$ cat config.mk
export PLATFORM = sky130hd
export DESIGN_NAME = cam_stream_gen_flat
export DESIGN_NICKNAME = d
export VERILOG_FILES = /design/src/rtl/cam_gen_pkg.sv /design/src/rtl/cam_stream_gen_if.sv /design/src/rtl/cam_pclk_div.sv /design/src/rtl/cam_stream_gen.sv /design/src/flat_wrapper.sv
export SDC_FILE = /design/constraint.sdc
export NUM_CORES = 1
export LEC_CHECK = 0
export CAP_MARGIN = 10
export CORE_ASPECT_RATIO = 1.4
export CORE_UTILIZATION = 39
export DETAILED_ROUTE_END_ITERATION = 8
export PLACE_DENSITY = 0.6
export SYNTH_ARGS = -nofsm -noshare
export SYNTH_HDL_FRONTEND = slang
export SYNTH_SLANG_ARGS = --single-unit
export TNS_END_PERCENT = 10
$ cat constraint.sdc
create_clock -name clk -period 8.55 [get_ports clk]
set_clock_uncertainty 0.15 [all_clocks]
set_input_delay 0.855 -clock clk [delete_from_list [all_inputs] [get_ports clk]]
set_output_delay 0.855 -clock clk [all_outputs]
set_load 0.01 [all_outputs]
$ cat src/rtl/cam_gen_pkg.sv
// Shared types for the camera timing generator: pattern modes, FSM states
// and the RGB444 two-byte packing used on the pixel bus.
package cam_gen_pkg;

    typedef enum logic [1:0] {
        MODE_SOLID       = 2'd0,
        MODE_LINE_TOGGLE = 2'd1,
        MODE_BARS        = 2'd2,
        MODE_GRADIENT    = 2'd3
    } cam_mode_e;

    typedef enum logic {
        S_IDLE  = 1'b0,
        S_FRAME = 1'b1
    } cam_state_e;

    // Even column carries the red nibble, odd column carries green/blue.
    function automatic logic [7:0] pack_rgb444(input logic [11:0] pix, input logic odd_byte);
        return odd_byte ? pix[7:0] : {4'h0, pix[11:8]};
    endfunction

endpackage

$ cat src/rtl/cam_stream_gen_if.sv
// OV7670-style parallel camera bus: pixel clock, frame/line syncs and data byte.
interface cam_stream_gen_if;
    logic       pclk;
    logic       vsync;
    logic       href;
    logic [7:0] px_data;

    modport master (output pclk, vsync, href, px_data);
    modport slave  (input  pclk, vsync, href, px_data);
endinterface

$ cat src/rtl/cam_pclk_div.sv
// Divides clk down to pclk (DIV clk cycles per period) and flags the clk
// edges on which pclk rises or falls.
module cam_pclk_div #(
    parameter int DIV = 4
) (
    input  logic clk,
    input  logic rst,
    output logic pclk,
    output logic rise_stb,
    output logic fall_stb
);

    localparam int HALF  = DIV / 2;
    localparam int CNT_W = (HALF > 1) ? $clog2(HALF) : 1;
    localparam logic [CNT_W-1:0] CNT_LAST = CNT_W'(HALF - 1);

    logic [CNT_W-1:0] cnt;
    logic             at_half;

    assign at_half  = (cnt == CNT_LAST);
    assign rise_stb = at_half & ~pclk;
    assign fall_stb = at_half &  pclk;

    // NOTE: state uses non-blocking assignments so every register samples pre-edge values.
    always_ff @(posedge clk or posedge rst) begin
        if (rst) begin
            cnt  <= '0;
            pclk <= 1'b0;
        end else if (at_half) begin
            cnt  <= '0;
            pclk <= ~pclk;
        end else begin
            cnt  <= cnt + 1'b1;
        end
    end

endmodule

$ cat src/rtl/cam_stream_gen.sv
// Camera timing/test-pattern generator. Define CAMGEN_FRAME_CNT_EN to keep a
// 16-bit completed-frame counter that also animates the GRADIENT pattern.
module cam_stream_gen
    import cam_gen_pkg::*;
#(
    parameter int          IMG_W       = 160,
    parameter int          IMG_H       = 120,
    parameter int          H_BLANK     = 4,
    parameter int          V_BLANK     = 4,
    parameter int          VSYNC_LINES = 2,
    parameter int          PCLK_DIV    = 4,
    parameter logic [11:0] SOLID_COLOR = 12'h00F
) (
    input  logic                    clk,
    input  logic                    rst,
    input  logic                    enable,
    input  logic [1:0]              mode,
    cam_stream_gen_if.master        cam,
    output logic                    busy,
    output logic                    frame_done,
    output logic [15:0]             frame_cnt
);

    localparam int LINE_SLOTS  = IMG_W * 2 + H_BLANK;
    localparam int FRAME_LINES = IMG_H + V_BLANK;
    localparam int COL_W       = $clog2(LINE_SLOTS);
    localparam int LINE_W      = $clog2(FRAME_LINES);
    localparam int X_W         = COL_W - 1;
    localparam int BAR_W       = IMG_W / 8;

    localparam logic [COL_W-1:0]  LAST_COL    = COL_W'(LINE_SLOTS - 1);
    localparam logic [COL_W-1:0]  ACTIVE_COLS = COL_W'(IMG_W * 2);
    localparam logic [LINE_W-1:0] LAST_LINE   = LINE_W'(FRAME_LINES - 1);
    localparam logic [LINE_W-1:0] VS_LINES    = LINE_W'(VSYNC_LINES);
    localparam logic [LINE_W-1:0] VB_LINES    = LINE_W'(V_BLANK);
    localparam logic [X_W-1:0]    BAR_DIV     = X_W'(BAR_W);

    logic fall_stb;
    logic rise_stb_unused;

    cam_pclk_div #(.DIV(PCLK_DIV)) u_div (
        .clk      (clk),
        .rst      (rst),
        .pclk     (cam.pclk),
        .rise_stb (rise_stb_unused),
        .fall_stb (fall_stb)
    );

    cam_state_e        state, state_nxt;
    cam_mode_e         mode_q, mode_nxt;
    logic [COL_W-1:0]  col, col_nxt;
    logic [LINE_W-1:0] line, line_nxt;
    logic              end_of_frame;
    logic              frame_done_q;
    logic [11:0]       fc_term;

    assign end_of_frame = (state == S_FRAME) && (col == LAST_COL) && (line == LAST_LINE);

`ifdef CAMGEN_FRAME_CNT_EN
    logic [15:0] frame_cnt_q, frame_cnt_nxt;

    assign frame_cnt_nxt = frame_cnt_q + 16'(end_of_frame);
    assign frame_cnt     = frame_cnt_q;
    assign fc_term       = frame_cnt_nxt[11:0];

    always_ff @(posedge clk or posedge rst) begin
        if (rst)           frame_cnt_q <= '0;
        else if (fall_stb) frame_cnt_q <= frame_cnt_nxt;
    end
`else
    assign frame_cnt = '0;
    assign fc_term   = '0;
`endif

    // NOTE: every comb output gets a default first so no path can infer a latch.
    always_comb begin
        state_nxt = state;
        col_nxt   = col;
        line_nxt  = line;
        mode_nxt  = mode_q;
        case (state)
            S_IDLE: begin
                if (enable) begin
                    state_nxt = S_FRAME;
                    col_nxt   = '0;
                    line_nxt  = '0;
                    mode_nxt  = cam_mode_e'(mode);
                end
            end
            S_FRAME: begin
                if (col == LAST_COL) begin
                    col_nxt = '0;
                    if (line == LAST_LINE) begin
                        line_nxt = '0;
                        if (enable) mode_nxt  = cam_mode_e'(mode);
                        else        state_nxt = S_IDLE;
                    end else begin
                        line_nxt = line + 1'b1;
                    end
                end else begin
                    col_nxt = col + 1'b1;
                end
            end
            default: state_nxt = S_IDLE;
        endcase
    end

    // Outputs are computed for the slot about to start so they register on the same fall strobe.
    logic              in_frame_nxt, vsync_nxt, href_nxt;
    logic [X_W-1:0]    px_x;
    logic [LINE_W-1:0] px_y;
    logic [2:0]        bar;
    logic [11:0]       pix;
    logic [7:0]        px_nxt;

    assign in_frame_nxt = (state_nxt == S_FRAME);
    assign vsync_nxt    = in_frame_nxt && (line_nxt < VS_LINES);
    assign href_nxt     = in_frame_nxt && (line_nxt >= VB_LINES) && (col_nxt < ACTIVE_COLS);
    assign px_x         = col_nxt[COL_W-1:1];
    assign px_y         = line_nxt - VB_LINES;
    assign bar          = 3'(px_x / BAR_DIV);

    always_comb begin
        pix = SOLID_COLOR;
        case (mode_nxt)
            MODE_SOLID:       pix = SOLID_COLOR;
            MODE_LINE_TOGGLE: pix = px_y[0] ? ~SOLID_COLOR : SOLID_COLOR;
            MODE_BARS:        pix = {{4{bar[2]}}, {4{bar[1]}}, {4{bar[0]}}};
            MODE_GRADIENT:    pix = 12'(px_x) + 12'(px_y) + fc_term;
            default:          pix = SOLID_COLOR;
        endcase
        px_nxt = href_nxt ? pack_rgb444(pix, col_nxt[0]) : 8'h00;
    end

    always_ff @(posedge clk or posedge rst) begin
        if (rst) begin
            state        <= S_IDLE;
            mode_q       <= MODE_SOLID;
            col          <= '0;
            line         <= '0;
            cam.vsync    <= 1'b0;
            cam.href     <= 1'b0;
            cam.px_data  <= 8'h00;
            frame_done_q <= 1'b0;
        end else begin
            frame_done_q <= fall_stb && end_of_frame;
            if (fall_stb) begin
                state       <= state_nxt;
                mode_q      <= mode_nxt;
                col         <= col_nxt;
                line        <= line_nxt;
                cam.vsync   <= vsync_nxt;
                cam.href    <= href_nxt;
                cam.px_data <= px_nxt;
            end
        end
    end

    assign busy       = (state == S_FRAME);
    assign frame_done = frame_done_q;

endmodule

$ cat src/flat_wrapper.sv
// flat-port wrapper written by rule: the top's interface ports become plain ports
module cam_stream_gen_flat import cam_gen_pkg::*;
#(
    parameter int          IMG_W       = 160,
    parameter int          IMG_H       = 120,
    parameter int          H_BLANK     = 4,
    parameter int          V_BLANK     = 4,
    parameter int          VSYNC_LINES = 2,
    parameter int          PCLK_DIV    = 4,
    parameter logic [11:0] SOLID_COLOR = 12'h00F
)
  (clk, rst, enable, mode, busy, frame_done, frame_cnt, cam_pclk, cam_vsync, cam_href, cam_px_data);
  cam_stream_gen_if cam_i ();
  input  logic clk;
  input  logic rst;
  input  logic enable;
  input  logic [1:0] mode;
  output logic busy;
  output logic frame_done;
  output logic [15:0] frame_cnt;
  output wire logic [$bits(cam_i.pclk)-1:0] cam_pclk;
  output wire logic [$bits(cam_i.vsync)-1:0] cam_vsync;
  output wire logic [$bits(cam_i.href)-1:0] cam_href;
  output wire logic [$bits(cam_i.px_data)-1:0] cam_px_data;
  assign cam_pclk = cam_i.pclk;
  assign cam_vsync = cam_i.vsync;
  assign cam_href = cam_i.href;
  assign cam_px_data = cam_i.px_data;
  cam_stream_gen #(.IMG_W(IMG_W), .IMG_H(IMG_H), .H_BLANK(H_BLANK), .V_BLANK(V_BLANK), .VSYNC_LINES(VSYNC_LINES), .PCLK_DIV(PCLK_DIV), .SOLID_COLOR(SOLID_COLOR)) u_core (.clk(clk), .rst(rst), .enable(enable), .mode(mode), .cam(cam_i), .busy(busy), .frame_done(frame_done), .frame_cnt(frame_cnt));
endmodule
==> flow_summary.json, run 1 <==
{
  "crit_arrival_ns": 3.94,
  "slew_viol_final": 0,
  "fin_crit_sh_pct": 45.9,
  "setup-violations-final": 0,
  "start_util_pct": 41.0,
  "worst_ep_required_time_ns": 8.57,
  "clock_latency_ns": 0.29,
  "hold_depth": 1,
  "yosysMostFrequentCell": "nand2_1",
  "hold_buffers": 0,
  "ir_worst_vdd_mv": 0.0641,
  "final_area_um2": 3010,
  "cts_tree": "done",
  "syn_inst": 336,
  "finalHoldViolCount": 0,
  "worst-r2r-setup-slack_ns": 4.63,
  "io_buffers": 17,
  "critPathBufInv": 1,
  "drt_iter0_drc": 280,
  "power_uw": 333,
  "vias": 2400,
  "dpl-instance-area_um2": 2880,
  "synth_seq_cells": 32,
  "async_reset_ff_share_pct": 100,
  "drtPass1Iterations": 4,
  "reg2reg_depth": 16,
  "post_drt_wl_per_cell_um": 15.3,
  "synth_top_flop_cell": "dfrtp_1",
  "grt_pass1_vias": 2224,
  "antenna_found_initial": 0,
  "synth_top_area_cell": "dfrtp_1",
  "leakagePower_nw": 1.32,
  "synth_cell_types": 67,
  "drive_above_1_share_pct": 8.80,
  "fmax_mhz": 255,
  "netlist.area_leader.share_pct": 29.1,
  "final.min_clock_period_ns": 3.92,
  "cpPeakStageDelay_ns": 0.55,
  "synth.avg_cell_area_um2": 8.18,
  "post-dp-hpwl_um": 4830,
  "power_density_nw_per_um2": 111,
  "cp_cell_sequence": "ha_1 -> nor4bb_1 -> nand2_1 -> nor2_1 -> nor3_1 -> a21oi_1 -> ha_1 -> inv_1 -> ha_1 -> o21ai_0 -> nand2b_1 -> a211oi_1 -> o21bai_1 -> nand3b_1 -> nand2_1 -> a32o_1",
  "cts_made_buffers": 5,
  "clockBufferDepth": 2,
  "clk_pin_slew_ns": 0.07,
  "timing.final.ws_setup_ns": 4.63,
  "die_h_um": 101,
  "finalSetupTns_ns": 0,
  "cts.repair.resized": 0,
  "setup.worst_path.class": "reg2reg",
  "ant_nets": 0,
  "critPathMaxFanout": 7,
  "syn_to_final_growth_pct": 9.38,
  "num_antenna_cells": 0,
  "htreeDepth": 2,
  "synth_edf_count": 0,
  "path_delay_family": "simple AND/OR/NAND/NOR gates",
  "regToRegStartpoint": "u_core.col[0]$_DFFE_PP0P_",
  "synth_area_leaders": "dfrtp_1 29%, nand2_1 6.4%, o21ai_0 5.6%",
  "yosysSeqAreaShare_pct": 29.1,
  "status": "finished clean",
  "gp_congestion": 0.880,
  "cap_violations": 0,
  "die_w_um": 73.0,
  "ys_warn_count": 0,
  "rows": 35,
  "drc": 0,
  "pin_count": 34,
  "yosys-top-cells-count": "47 x nand2_1, 32 x dfrtp_1, 31 x o21ai_0, 18 x a21oi_1",
  "tightest_slew_ns": 0.981,
  "start_kind": "register",
  "worstHoldStart": "u_core.u_div.at_half$_DFF_PP0_",
  "grt_max_degree": 47,
  "gr-total-overflow": 0,
  "cpMaxStageDelayCell": "nor4bb_1",
  "root_buffer": "clkbuf_8",
  "crit_top_cell": "ha_1",
  "cp-end-kind": "register",
  "track_usage_pct": 19.6,
  "drt-total-wl_um": 6620,
  "post_cts_buffers": 0,
  "syn_area_um2": 2750,
  "clock_sinks": 32,
  "layout.nets": 356,
  "grt_pass1_wl_um": 11200,
  "slew_headroom_pct": 34.5,
  "min-delay-path-class": "reg2reg",
  "coreArea_um2": 6700,
  "pre_cts_slack_ns": 4.43,
  "dieArea_um2": 7390,
  "hold_end": "u_core.u_div.at_half$_DFF_PP0_",
  "avgViaCountPerCell": 5.54,
  "rsz0062_at_grt": "no",
  "r2r-end": "u_core.cam.px_data[0]$_DFFE_PP0P_"
}
==> worst max path at each step <==
stage	start	endpoint	slack, ns	cells past startpoint
6_report	u_core.col[0]$_DFFE_PP0P_	u_core.cam.px_data[0]$_DFFE_PP0P_	4.63	16
4_1_cts	u_core.col[0]$_DFFE_PP0P_	u_core.cam.px_data[0]$_DFFE_PP0P_	4.63	16
3_5_place_dp	enable	u_core.cam.px_data[0]$_DFFE_PP0P_	4.43	13
2_1_floorplan	u_core.col[4]$_DFFE_PP0P_	u_core.cam.px_data[0]$_DFFE_PP0P_	5.14	17
3_3_place_gp	enable	u_core.cam.px_data[0]$_DFFE_PP0P_	4.50	13
5_1_grt	u_core.col[0]$_DFFE_PP0P_	u_core.cam.px_data[7]$_DFFE_PP0P_	4.14	15
==> per-layer routing <==
layer  vias up  track usage (%)  routed length (um)
met5         -                0                   0
met4         0             6.49                 119
met3        10             3.08                 246
met2        83             33.0                3240
met1      1118             25.6                3010
li1       1189                -                   -
==> layout by cell type (no fill, tap or decap), drive strengths merged, types with 4 or more instances in the layout <==
master / synthesis / layout
a211o: 4 / 4
nor3b: 4 / 4
inv: 16 / 16
nor2: 14 / 14
clkdlybuf4s50: 0 / 17
o211ai: 5 / 5
a21oi: 18 / 18
conb: 1 / 16
clkbuf: 15 / 7
a21o: 7 / 7
nor3: 8 / 8
ha: 10 / 10
xor2: 6 / 6
o21ai: 36 / 36
nand4: 5 / 5
dfrtp: 32 / 32
mux2: 5 / 5
o41ai: 4 / 4
nand3: 13 / 13
nand2: 47 / 47
a211oi: 5 / 5
==> metrics by stage <==
stage / hold slack [ns] / std cells / util, %
global placement: 0.300 / 425 / 43.0
floorplan: 0.285 / 351 / -
detailed placement: 0.309 / 425 / 43.0
finish: 0.318 / 433 / 44.9
CTS: 0.319 / 433 / 44.9
global route: 0.334 / 433 / 44.9
==> area by class of cell <==
cell class / instances / area [um2]
repair buffers: 19 / 185
well taps: 92 / 115
inverters: 16 / 60.1
clock buffers: 7 / 96.3
fillers: 668 / 3690
clock inverters: 1 / 30.0
multi-input cells: 266 / 1720
flip-flops and latches: 32 / 801
==> power by group <==
group          switching, mW  internal (mW)
logic                 0.0105        0.00548
clock network         0.0610          0.103
registers           0.000804          0.152
==> sequential cells by signal (all words and copies together) (netlist names) <==
signal / count
u_core.cam.px_data: 8
u_core.u_div.at_half: 1
u_core.u_div.pclk: 1
u_core.busy: 1
u_core.frame_done: 1
u_core.cam.vsync: 1
u_core.cam.href: 1
u_core.mode_q: 2
u_core.line: 7
u_core.col: 9
==> logic make-up (layout without fill, tap and decap cells) <==
| family | Yosys count | after routing | share of synthesized area, % |
|---|---|---|---|
| xor+xnor | 9 | 9 | 2.87 |
| other cells | 1 | 16 | 0.136 |
| flops | 32 | 32 | 29.1 |
| simple gates | 117 | 117 | 22.8 |
| fa+ha+maj | 11 | 11 | 5.28 |
| buf+inv | 53 | 43 | 10.4 |
| mux | 7 | 7 | 2.78 |
| compound gates | 106 | 106 | 26.7 |
Power figures use the tool's default switching activity.
==> inputs of run 2 (changes only) <==
- PLACE_DENSITY: 0.6 -> 0.63
- clock period: 8.55 -> 3.5 ns (I/O delays scaled with it)
==> flow_summary.json, run 2 (synthesis results as in run 1) <==
{
  "coreArea_um2": 6700,
  "post_drt_wl_per_cell_um": 15.4,
  "io_buffers": 17,
  "critPathBufInv": 2,
  "leakagePower_nw": 1.48,
  "setup.worst_path.class": "reg2reg",
  "ant_nets": 0,
  "comb_power_share_pct": 5.3,
  "cp_cell_sequence": "or4b_4 -> buf_4 -> nor3_1 -> buf_4 -> a21oi_1 -> a211o_1 -> nand2_1 -> xor2_1 -> ha_1 -> o21ai_0 -> o21bai_1 -> nand3b_1 -> nand2_1 -> a32o_1",
  "met3_length_um": 232,
  "slew_viol_final": 0,
  "grt_max_degree": 46,
  "rows": 35,
  "cp-end-kind": "register",
  "worst_ep_required_time_ns": 3.52,
  "layout_common_cells": "47 x nand2_1, 36 x buf_4, 31 x dfrtp_1",
  "dieArea_um2": 7390,
  "met1Wirelength_um": 2970,
  "die_h_um": 101,
  "finalHoldViolCount": 0,
  "grt_pass1_wl_um": 12100,
  "dr_wl_met2_um": 3820,
  "drt_iter0_drc": 210,
  "fin_crit_sh_pct": 95.0,
  "min-delay-path-class": "in2async",
  "clock_latency_ns": 0.28,
  "drt-total-wl_um": 7190,
  "start_util_pct": 41.0,
  "drc": 0,
  "path_delay_family": "simple AND/OR/NAND/NOR gates",
  "post-dp-hpwl_um": 5400,
  "final.min_clock_period_ns": 3.32,
  "drive_above_1_share_pct": 19.2,
  "fmax_mhz": 301,
  "critPathMaxFanout": 6,
  "clk_pin_slew_ns": 0.07,
  "vias": 2574,
  "highest_layer": "met4",
  "pin_count": 34,
  "final_common_cell": "nand2_1",
  "dp_cells": 459,
  "die_w_um": 73.0,
  "swShare_pct": 22.3,
  "layout.nets": 390,
  "htreeDepth": 2,
  "gr-total-overflow": 0,
  "power_uw": 770,
  "switching_power_uw": 172,
  "grt_pass1_vias": 2507,
  "track_usage_pct": 21.4,
  "syn_to_final_growth_pct": 19.8,
  "drtPass1Iterations": 4,
  "p_int_uw": 598,
  "root_buffer": "clkbuf_8",
  "clock_sinks": 32,
  "finalNonFillerCells": 467,
  "power_density_nw_per_um2": 234,
  "crit_arrival_ns": 3.35,
  "clockPowerShare_pct": 46.1,
  "post_cts_buffers": 0,
  "start_kind": "register",
  "gp_congestion": 0.889,
  "cts_made_buffers": 5,
  "top_register": "u_core.col",
  "cts_tree": "done",
  "hold_buffers": 0,
  "cap_violations": 0,
  "top_regs": "u_core.col x9, u_core.cam.px_data x8, u_core.line x7",
  "ir_worst_vdd_mv": 0.219,
  "antenna_found_initial": 0,
  "avgViaCountPerCell": 5.51,
  "clockBufferDepth": 2,
  "status": "finished clean",
  "cpMaxStageDelayCell": "or4b_4",
  "largest_register_ffs": 9,
  "cts.repair.resized": 0,
  "seqPwrFrac_pct": 48.6,
  "num_antenna_cells": 0,
  "setup-violations-final": 0,
  "cpPeakStageDelay_ns": 0.58
}
[run 2: cell types whose count changed in the layout (fill, tap and decap cells not counted), moves of 2 or more]
| cell | change |
|---|---|
| o21ai_0 | -2 |
| buf_4 | +34 |
| clkbuf_8 | -2 |
| a21oi_1 | -2 |
| a21oi_2 | +2 |
| o21ai_1 | +2 |
[run 2: worst paths after layout]
path                                                 from                           endpoint  slack, ns  cells past startpoint
hold reg to reg            u_core.u_div.at_half$_DFF_PP0_     u_core.u_div.at_half$_DFF_PP0_       0.33                      1
max in group asynchronous                             rst          u_core.col[4]$_DFFE_PP0P_       2.56                      3
hold / removal                                        rst  u_core.cam.px_data[6]$_DFFE_PP0P_       0.30                      3
min in group clk           u_core.u_div.at_half$_DFF_PP0_     u_core.u_div.at_half$_DFF_PP0_       0.33                      1
setup reg to reg                u_core.col[4]$_DFFE_PP0P_  u_core.cam.px_data[0]$_DFFE_PP0P_       0.18                     14
setup / recovery                u_core.col[4]$_DFFE_PP0P_  u_core.cam.px_data[0]$_DFFE_PP0P_       0.18                     14
[run 2: area by class of cell]
type | count | area [um2]
fill | 639 | 3410
timing repair buffer | 53 | 440
inverter | 16 | 60.1
multi-input combinational | 266 | 1770
tap | 92 | 115
sequential | 32 | 802
clock buffer | 6 | 72.6
clock inverter | 2 | 35.0
[run 2: power groups by stage]
| stage | clock network, mW | logic, mW | registers (mW) |
|---|---|---|---|
| final | 0.355 | 0.0405 | 0.374 |
| after global routing | 0.384 | 0.0462 | 0.375 |
| after CTS | 0.370 | 0.0411 | 0.374 |
| after detailed placement | 0 | 0.0409 | 0.382 |
| after global placement | 0 | 0.0408 | 0.381 |
| after floorplan | 0 | 0.0365 | 0.383 |
[run 2: worst min-delay path, stage by stage]
cell	delay, ns
clkdlybuf4s50_1	0.39
inv_1	0.05
buf_4	0.38
[run 2: per-stage QoR]
stage	hold slack [ns]	TNS [ns]	utilization [%]	instance area [um2]	setup slack, ns
final	0.305	0	49.1	3290	0.176
after detailed placement	0.322	0	46.8	3140	0.139
after global placement	0.297	0	46.8	3140	0.147
after CTS	0.315	0	48.4	3240	0.113
after global routing	0.340	-0.0116	49.1	3290	-0.0116
after floorplan	0.285	0	-	2810	0.0945
[run 2: per-layer routing]
layer | track usage [%] | up-vias
li1 | - | 1261
met1 | 24.6 | 1208
met2 | 39.3 | 84
met3 | 2.89 | 21
met4 | 8.75 | 0
met5 | 0 | -
==> inputs of run 3 (changes only) <==
- ABC_AREA: unset -> 1
- GPL_TIMING_DRIVEN: unset -> 0
- HOLD_SLACK_MARGIN: unset -> 0.03
==> flow_summary.json, run 3 <==
{
  "cpPeakStageDelay_ns": 0.41,
  "rsz0062_at_grt": "yes",
  "antenna_found_initial": 0,
  "cts_made_buffers": 5,
  "drtPass1Iterations": 4,
  "layout_common_cells": "98 x nand2_1, 42 x buf_4, 40 x inv_1",
  "min-delay-path-class": "in2async",
  "synth_top_flop_cell": "dfrtp_1",
  "path_delay_family": "simple AND/OR/NAND/NOR gates",
  "gr-max-usage-layer": "met2",
  "final_common_cell": "nand2_1",
  "die_h_um": 99.7,
  "synth_area_leaders": "dfrtp_1 30%, nand2_1 14%, inv_1 6.2%",
  "syn_to_final_growth_pct": 27.5,
  "gp_congestion": 0.894,
  "top_regs": "u_core.col x9, u_core.cam.px_data x8, u_core.line x7",
  "reg2reg_depth": 27,
  "root_buffer": "clkbuf_8",
  "fmax_mhz": 289,
  "clockPowerShare_pct": 40.6,
  "layout.nets": 460,
  "largest_register_ffs": 9,
  "gr-total-overflow": 0,
  "cap_violations": 0,
  "critPathBufInv": 5,
  "met1_usage_pct": 22.1,
  "track_usage_pct": 20.0,
  "start_util_pct": 40.4,
  "crit_arrival_ns": 3.49,
  "clk_pin_slew_ns": 0.07,
  "fin_crit_sh_pct": 99.0,
  "io_buffers": 17,
  "clockBufferDepth": 2,
  "dpl-instance-area_um2": 3000,
  "critPathMaxFanout": 5,
  "coreArea_um2": 6570,
  "power_density_nw_per_um2": 203,
  "rows": 35,
  "slew_viol_final": 0,
  "synth_seq_cells": 32,
  "yosys-top-cells-count": "101 x nand2_1, 44 x inv_1, 33 x nor2_1, 32 x dfrtp_1, 28 x o21ai_0",
  "die_w_um": 71.8,
  "syn_inst": 381,
  "grt_pass1_wl_um": 11100,
  "comb_power_share_pct": 5.7,
  "swShare_pct": 23.8,
  "drive_above_1_share_pct": 26.6,
  "drt_iter0_drc": 141,
  "syn_area_um2": 2660,
  "start_kind": "register",
  "clock_latency_ns": 0.29,
  "finalSetupTns_ns": 0,
  "switching_power_uw": 164,
  "post_drt_wl_per_cell_um": 13.7,
  "slew_headroom_pct": 52.1,
  "finalHoldViolCount": 0,
  "synth_edf_count": 0,
  "top_register": "u_core.col",
  "timing.final.ws_setup_ns": 0.0363,
  "setup.worst_path.class": "reg2reg",
  "worst_ep_required_time_ns": 3.52,
  "setup-violations-final": 0,
  "seqPwrFrac_pct": 53.8,
  "grt_util_met2_pct": 36.6,
  "pin_count": 34,
  "async_reset_ff_share_pct": 100,
  "leakagePower_nw": 1.76,
  "drc": 0,
  "r2r-end": "u_core.cam.px_data[7]$_DFFE_PP0P_",
  "crit_top_cell": "nand2_1",
  "vias": 2576,
  "dieArea_um2": 7150,
  "synth_cell_types": 41,
  "pre_cts_slack_ns": -0.628,
  "regToRegStartpoint": "u_core.col[3]$_DFFE_PP0P_",
  "yosysMostFrequentCell": "nand2_1",
  "final_area_um2": 3390,
  "p_int_uw": 523,
  "tightest_slew_ns": 0.711,
  "cpMaxStageDelayCell": "dfrtp_2",
  "avgViaCountPerCell": 4.97,
  "htreeDepth": 2,
  "worst-r2r-setup-slack_ns": 0.04,
  "ir_worst_vdd_mv": 0.230,
  "final.min_clock_period_ns": 3.46,
  "grt_max_degree": 22,
  "clock_sinks": 32,
  "netlist.area_leader.share_pct": 30.1,
  "grt_use_met3_pct": 4.15,
  "ant_nets": 0,
  "status": "finished clean",
  "cts_tree": "done",
  "num_antenna_cells": 0,
  "ys_warn_count": 0,
  "synth_top_area_cell": "dfrtp_1",
  "drt-total-wl_um": 7080,
  "fin_hold_ws_ns": 0.260,
  "grt_pass1_vias": 2449,
  "yosysSeqAreaShare_pct": 30.1,
  "post-dp-hpwl_um": 5060,
  "cp-end-kind": "register",
  "synth.avg_cell_area_um2": 6.97
}
## run 3: changes by cell type in the layout (fill, tap and decap cells not counted), sizes merged, moves of 6 or more
cell   before  now
a21oi      18   12
nand3      13   19
nand2      47  114
xor2        6   12
buf        36   43
nor2       14   40
a21o        7    0
inv        16   54
## run 3: worst max path at each step
| stage | startpoint | end | cells past startpoint |
|---|---|---|---|
| 2_1_floorplan | u_core.col[0]$_DFFE_PP0P_ | u_core.cam.px_data[0]$_DFFE_PP0P_ | 26 |
| 3_5_place_dp | enable | u_core.cam.px_data[0]$_DFFE_PP0P_ | 19 |
| 5_1_grt | u_core.col[3]$_DFFE_PP0P_ | u_core.cam.px_data[7]$_DFFE_PP0P_ | 27 |
| 3_3_place_gp | enable | u_core.cam.px_data[0]$_DFFE_PP0P_ | 19 |
| 4_1_cts | u_core.col[0]$_DFFE_PP0P_ | u_core.cam.px_data[7]$_DFFE_PP0P_ | 26 |
| 6_report | u_core.col[3]$_DFFE_PP0P_ | u_core.cam.px_data[7]$_DFFE_PP0P_ | 27 |
## run 3: per-layer routing
metal  vias to the layer above  share of wire [%]
met5                         -                  0
met4                         0                2.9
met3                        15                4.3
met2                        77                 51
met1                      1183                 41
li1                       1301                  -
## run 3: cells by family after synthesis
group | after synthesis | synth area share (%)
simple gates | 182 | 30.6
buf+inv | 78 | 13.6
compound gates | 63 | 15.4
flops | 32 | 30.1
xor+xnor | 14 | 4.62
fa+ha+maj | 11 | 5.46
other cells | 1 | 0.141
## run 3: layout make-up
| cell class | instances | area [um2] |
|---|---|---|
| fillers | 637 | 3180 |
| multi-input cells | 286 | 1670 |
| flip-flops and latches | 32 | 806 |
| repair buffers | 42 | 380 |
| inverters | 55 | 214 |
| plain buffers | 22 | 150 |
| well taps | 74 | 92.6 |
| clock buffers | 6 | 72.6 |
| clock inverters | 1 | 5.00 |
## run 3: power by group through the flow
stage	Combinational (mW)	Clock (mW)	Sequential, mW
after floorplan	0.0262	0	0.377
after global placement	0.0349	0	0.377
after detailed placement	0.0389	0	0.377
after CTS	0.0389	0.286	0.370
after global routing	0.0429	0.303	0.369
final	0.0390	0.279	0.370
## run 3: worst register-to-register path, cell delays in order (launching register included)
cell	delay [ns]
dfrtp_2	0.41
inv_2	0.10
nand2_2	0.06
nor2_2	0.14
nand2_4	0.09
nor2_4	0.14
inv_2	0.06
nor2_4	0.13
nand2_2	0.09
nand2_4	0.12
inv_4	0.06
nand2_2	0.06
o21a_4	0.15
buf_4	0.12
ha_1	0.23
inv_2	0.08
nor2_1	0.06
nor2_2	0.14
nor2_4	0.06
nor2_2	0.08
o21bai_1	0.09
nand2_1	0.09
nand2_1	0.08
a21oi_2	0.15
xor2_1	0.17
o211ai_1	0.12
nand2_1	0.07
nand2_1	0.05
## run 3: repair_timing
action / 4_1_cts / 5_1_grt
setup endpoints to repair: 4 / 4
hold buffers: 0 / 0
pin swaps: 0 / 24
gates resized for setup: 8 / 32
setup buffers: 2 / 22
## run 3: stage by stage
step | utilization, % | power [mW] | std cells
2_1_floorplan | - | 0.403 | 396
3_3_place_gp | 45.3 | 0.412 | 487
3_5_place_dp | 45.7 | 0.416 | 488
4_1_cts | 47.6 | 0.694 | 497
5_1_grt | 51.5 | 0.715 | 518
6_report | 51.5 | 0.687 | 518
